<file path="config.mk">
export PLATFORM = sky130hd
export DESIGN_NAME = adc_seq_multich
export DESIGN_NICKNAME = d
export VERILOG_FILES = /design/src/rtl/adc_seq_multich.sv
export SDC_FILE = /design/constraint.sdc
export NUM_CORES = 1
export LEC_CHECK = 0
export CAP_MARGIN = 20
export CORE_MARGIN = 4
export CORE_UTILIZATION = 50
export CTS_CLUSTER_SIZE = 10
export DETAILED_ROUTE_END_ITERATION = 7
export DONT_BUFFER_PORTS = 1
export SYNTH_ARGS = -nofsm -noshare
export SYNTH_HDL_FRONTEND = slang
export SYNTH_SLANG_ARGS = --single-unit
</file>
<file path="constraint.sdc">
create_clock -name clk -period 3.6 [get_ports clk]
set_input_delay 0.18 -clock clk [delete_from_list [all_inputs] [get_ports clk]]
set_output_delay 0.18 -clock clk [all_outputs]
set_load 0.02 [all_outputs]
</file>
<file path="src/rtl/adc_seq_multich.sv">
// Multi-channel SAR ADC conversion sequencer. It scans a masked channel list, averages
// 2^avg_log2 conversions per channel and hands out channel-tagged results over valid/ready.
module adc_seq_multich #(
  parameter int NCH          = 8,
  parameter int CH_W         = 3,
  parameter int RES          = 12,
  parameter int MAX_AVG_LOG2 = 4,
  parameter int SETTLE_CYC   = 4,
  parameter int TIMEOUT_CYC  = 1023
) (
  input  logic            clk,
  input  logic            rst_n,
  input  logic            enable_in,
  input  logic            mode_cont_in,
  input  logic            trigger_in,
  input  logic [NCH-1:0]  ch_mask_in,
  input  logic [2:0]      avg_log2_in,
  output logic [CH_W-1:0] chsel_out,
  output logic            start_conversion_out,
  input  logic            conversion_finished_in,
  input  logic [RES-1:0]  result_in,
  output logic [RES-1:0]  result_out,
  output logic [CH_W-1:0] result_ch_out,
  output logic            result_err_out,
  output logic            result_valid_out,
  input  logic            result_ready_in,
  output logic            busy_out
);

  localparam int ACC_W = RES + MAX_AVG_LOG2;
  localparam int NS_W  = MAX_AVG_LOG2 + 1;
  localparam int SET_W = (SETTLE_CYC > 1) ? $clog2(SETTLE_CYC) : 1;
  localparam int TMO_W = (TIMEOUT_CYC > 1) ? $clog2(TIMEOUT_CYC) : 1;
  localparam logic [SET_W-1:0] SETTLE_LAST  = (SETTLE_CYC > 1) ? SET_W'(SETTLE_CYC - 1) : '0;
  localparam logic [TMO_W-1:0] TIMEOUT_LAST = TMO_W'(TIMEOUT_CYC - 1);
  localparam logic [2:0]       AVG_MAX      = 3'(MAX_AVG_LOG2);

  typedef enum logic [2:0] {S_IDLE, S_SETTLE, S_START, S_WAIT, S_OUT} state_t;

  state_t           state_q, state_d;
  logic             fin_q;
  logic [NCH-1:0]   mask_q;
  logic [2:0]       avg_q;
  logic             cont_q;
  logic             abort_q;
  logic             err_q;
  logic [ACC_W-1:0] acc_q;
  logic [NS_W-1:0]  nsamp_q;
  logic [SET_W-1:0] settle_q;
  logic [TMO_W-1:0] tmo_q;

  logic             rise, last_sample, tmo_hit, abort, has_next;
  logic [CH_W-1:0]  next_ch;
  logic [2:0]       avg_clamped;

  function automatic logic [CH_W-1:0] lowest_set(input logic [NCH-1:0] mask);
    lowest_set = '0;
    for (int i = NCH - 1; i >= 0; i--)
      if (mask[i]) lowest_set = CH_W'(i);
  endfunction

  assign rise        = conversion_finished_in & ~fin_q;
  assign last_sample = (nsamp_q + NS_W'(1)) == (NS_W'(1) << avg_q);
  assign tmo_hit     = tmo_q == TIMEOUT_LAST;
  assign abort       = abort_q | ~enable_in;
  assign avg_clamped = (avg_log2_in > AVG_MAX) ? AVG_MAX : avg_log2_in;

  // Next enabled channel above the current one; falls back to the lowest (wrap) if none.
  always_comb begin
    // NOTE: every variable written here gets a default first so no latch is inferred.
    next_ch  = lowest_set(mask_q);
    has_next = 1'b0;
    for (int i = NCH - 1; i >= 0; i--) begin
      if (mask_q[i] && (i > int'(chsel_out))) begin
        next_ch  = CH_W'(i);
        has_next = 1'b1;
      end
    end
  end

  always_comb begin
    state_d = state_q;
    unique case (state_q)
      S_IDLE:   if (trigger_in && enable_in && |ch_mask_in) state_d = S_SETTLE;
      S_SETTLE: if (!enable_in) state_d = S_IDLE;
                else if (settle_q == SETTLE_LAST) state_d = S_START;
      S_START:  state_d = enable_in ? S_WAIT : S_IDLE;
      S_WAIT: begin
        if (rise) state_d = abort ? S_IDLE : (last_sample ? S_OUT : S_START);
        else if (tmo_hit) state_d = abort ? S_IDLE : S_OUT;
      end
      S_OUT: begin
        if (result_ready_in)
          state_d = (!enable_in || (!has_next && !cont_q)) ? S_IDLE : S_SETTLE;
      end
      default:  state_d = S_IDLE;
    endcase
  end

  always_ff @(posedge clk or negedge rst_n) begin
    if (!rst_n) begin
      state_q   <= S_IDLE;
      fin_q     <= 1'b0;
      mask_q    <= '0;
      avg_q     <= '0;
      cont_q    <= 1'b0;
      abort_q   <= 1'b0;
      err_q     <= 1'b0;
      acc_q     <= '0;
      nsamp_q   <= '0;
      settle_q  <= '0;
      tmo_q     <= '0;
      chsel_out <= '0;
    end else begin
      // NOTE: sequential state uses non-blocking assignments so every register samples pre-edge values.
      state_q <= state_d;
      fin_q   <= conversion_finished_in;
      unique case (state_q)
        S_IDLE: begin
          abort_q <= 1'b0;
          if (state_d == S_SETTLE) begin
            mask_q    <= ch_mask_in;
            avg_q     <= avg_clamped;
            cont_q    <= mode_cont_in;
            chsel_out <= lowest_set(ch_mask_in);
            acc_q     <= '0;
            nsamp_q   <= '0;
            err_q     <= 1'b0;
            settle_q  <= '0;
          end
        end
        S_SETTLE: settle_q <= settle_q + SET_W'(1);
        S_START:  tmo_q <= '0;
        S_WAIT: begin
          tmo_q <= tmo_q + TMO_W'(1);
          if (!enable_in) abort_q <= 1'b1;
          if (rise) begin
            acc_q   <= acc_q + ACC_W'(result_in);
            nsamp_q <= nsamp_q + NS_W'(1);
          end else if (tmo_hit) begin
            err_q <= 1'b1;
          end
        end
        S_OUT: begin
          if (state_d == S_SETTLE) begin
            chsel_out <= next_ch;
            acc_q     <= '0;
            nsamp_q   <= '0;
            err_q     <= 1'b0;
            settle_q  <= '0;
          end
        end
        default: ;
      endcase
    end
  end

  // A timed-out channel reports zero regardless of any partial sum.
  assign start_conversion_out = (state_q == S_START) && enable_in;
  assign busy_out             = state_q != S_IDLE;
  assign result_valid_out     = state_q == S_OUT;
  assign result_ch_out        = result_valid_out ? chsel_out : '0;
  assign result_err_out       = result_valid_out && err_q;
  assign result_out           = (result_valid_out && !err_q) ? RES'(acc_q >> avg_q) : '0;

endmodule

</file>
==> metrics.cfg <==
[place]
portBuffers=0
dpl.cell_count=537
place_hpwl_mm=7.18
gp_congestion=0.780

[finish]
layout-drive-gt1-share_pct=9.13
area_growth_pct=5.40
post_layout_nonfiller_instances=551
layout.nets=495
diodes=0

[floorplan]
die_y_um=98.1
fp.coreArea_um2=7810
dieArea_um2=9620
start_util_pct=52.0
num_io_pins=52
die_x_um=98.1
row_count=32

[timing]
finalSetupViolations=0
slew_headroom_pct=36.1
skew_ns=0.0163
rsz0062_at_grt=no
finalHoldViolCount=0
slew_viol_final=0
fin_crit_ns=2.56
worstMarginPinSlew_ns=0.958
fmax_ghz=0.390
layout_worst_path_cycle_share_pct=71.2
setup-tns-final_ns=0

[worst_setup_path]
timing.rr.start=acc_q[0]
path_class=flop to output port
path_delay_family=flip-flops
cp_cell_sequence=mux4_2, nor2_1, a211oi_1
cpMaxStageDelayCell=dfrtp_1
worstPathRequired_ns=3.42
critPathMaxStageDelay_ns=0.98
path_buf_inv=0
crit_start=avg_q[0]
cp-start-kind=flop
cp-end-kind=output port
cp_max_fo=24
cp.arrival_ns=2.38

[pwr]
vdd_drop_max_v=0.000210
power.leakage_nw=1.79
power_mw=2.14
powerDensity_nw_per_um2=501

[synth]
synth_cell_type_count=68
synth_area_leader_cell=dfrtp_1
yosysMostFrequentCell=dfrtp_1
ys_seq_area_share_pct=33.3
synth-edff-count=0
yosys_warnings=0
synth.cell_area_um2=4060
synth_top_area_share_pct=33.3
synth_top_flop_cell=dfrtp_1
syn_nets=500
synth-async-reset-ratio_pct=100
syn_inst=453
netlist_top_cells_count=dfrtp_1 (54), nand2_1 (39), nor2_1 (37)
synth_seq_cells=54
ys_top_cells_by_area=dfrtp_1 (33%), mux2i_1 (5.4%), ha_1 (4.9%)
syn_avg_cell_area_um2=8.95

[min_path]
hp-start=ch_mask_in[6]
hold_class=primary input to flop

[job]
maxCapViolCount=0

[global_route]
antenna_found_initial=0
grt_pass1_vias=3268
grt_use_total_pct=20.8
grt_max_degree=55
grt_pass1_wl_mm=16.7
overflow=0

[detailed_routing]
vias=3391
drtPass1Iterations=4
drc=0
vias_per_cell=6.15
routed_wl_mm=9.73
ant_nets=0
drtIter0Drc=156
wl_per_cell_um=17.7

[clock_network]
cts_root_buffer=clkbuf_8
numCtsBuffers=5
clk_pin_slew_worst_paths_ns=0.10
cts-resized-gates=0
post_cts_buffers=0
cts_tree=built
holdBufCountCts=4
clk_latency_ns=0.31
htree_levels=2
clockBufferDepth=2
clock-sinks=54

[outcome]
status=complete, no violations

==> stage by stage <==
stage | worst slack, ns | cell area, µm² | util [%] | hold slack, ns
after floorplan | 1.41 | 4060 | - | -0.116
after global placement | 1.26 | 4110 | 52.7 | -0.114
after detailed placement | 1.20 | 4110 | 52.7 | -0.114
after CTS | 0.953 | 4260 | 54.5 | 0.00137
after global routing | 0.792 | 4280 | 54.8 | 0.000217
final | 1.04 | 4280 | 54.8 | 0.0147
==> path summary, 6_finish.rpt <==
path,end,slack (ns),cells past startpoint
hold reg to reg,tmo_q[9],0.50,1
max in group asynchronous,acc_q[1],2.96,2
min in group asynchronous,mask_q[5],0.40,2
setup / recovery,result_out[9],1.04,3
setup reg to reg,acc_q[12],1.20,8
hold / removal,mask_q[6],0.01,1
==> kinds of logic (layout without fill, tap and decap cells) <==
group,count (synthesis),count (layout),synth area share (%)
mux,38,38,12.1
fa+ha+maj,17,17,5.43
flops,54,54,33.3
xor+xnor,10,10,2.16
compound gates,132,132,22.1
buf+inv,38,34,3.82
simple gates,164,164,21.1
==> sequential cells by signal, summed over array words and instances, names as in the netlist <==
signal     flops
err_q          1
settle_q       2
cont_q         1
abort_q        1
state_q        3
tmo_q         10
acc_q         16
nsamp_q        5
fin_q          1
chsel_out      3
mask_q         8
avg_q          3
==> placed cells by master (no fill, tap or decap), types with 5 or more instances in the layout <==
cell type / instances
nor2_1: 37
nand2_1: 39
nor2b_1: 5
mux4_2: 8
xor2_1: 6
nor3_1: 12
o31ai_1: 10
nand3b_1: 5
o21ai_0: 36
a31oi_1: 6
mux2_2: 8
a21o_1: 7
and2_1: 7
dlygate4sd3_1: 5
nand3_1: 19
nand2b_1: 10
o2bb2ai_1: 6
dfrtp_1: 54
mux2i_1: 22
a21oi_1: 24
o21ai_1: 6
ha_1: 16
clkbuf_8: 5
inv_1: 17
==> layout make-up <==
cell class / instances / area (µm²)
Sequential cell: 54 / 1350
Fill cell: 741 / 3530
Inverter: 18 / 67.6
Multi-Input combinational cell: 361 / 2550
Clock inverter: 2 / 13.8
Timing Repair Buffer: 8 / 92.6
Tap cell: 102 / 128
Clock buffer: 6 / 72.6
==> per-layer routing <==
layer | global-route usage (%) | vias up | wire length (µm)
met5 | 0 | - | 0
met4 | 4.79 | 0 | 123
met3 | 3.50 | 14 | 461
met2 | 30.3 | 66 | 4310
met1 | 32.3 | 1640 | 4840
li1 | - | 1671 | -
==> where the power goes <==
part,switching (mW),internal [mW]
clock network,0.208,0.138
logic,0.408,0.397
registers,0.279,0.714
total,0.895,1.25
No activity file was read; power rests on OpenSTA's default activity.
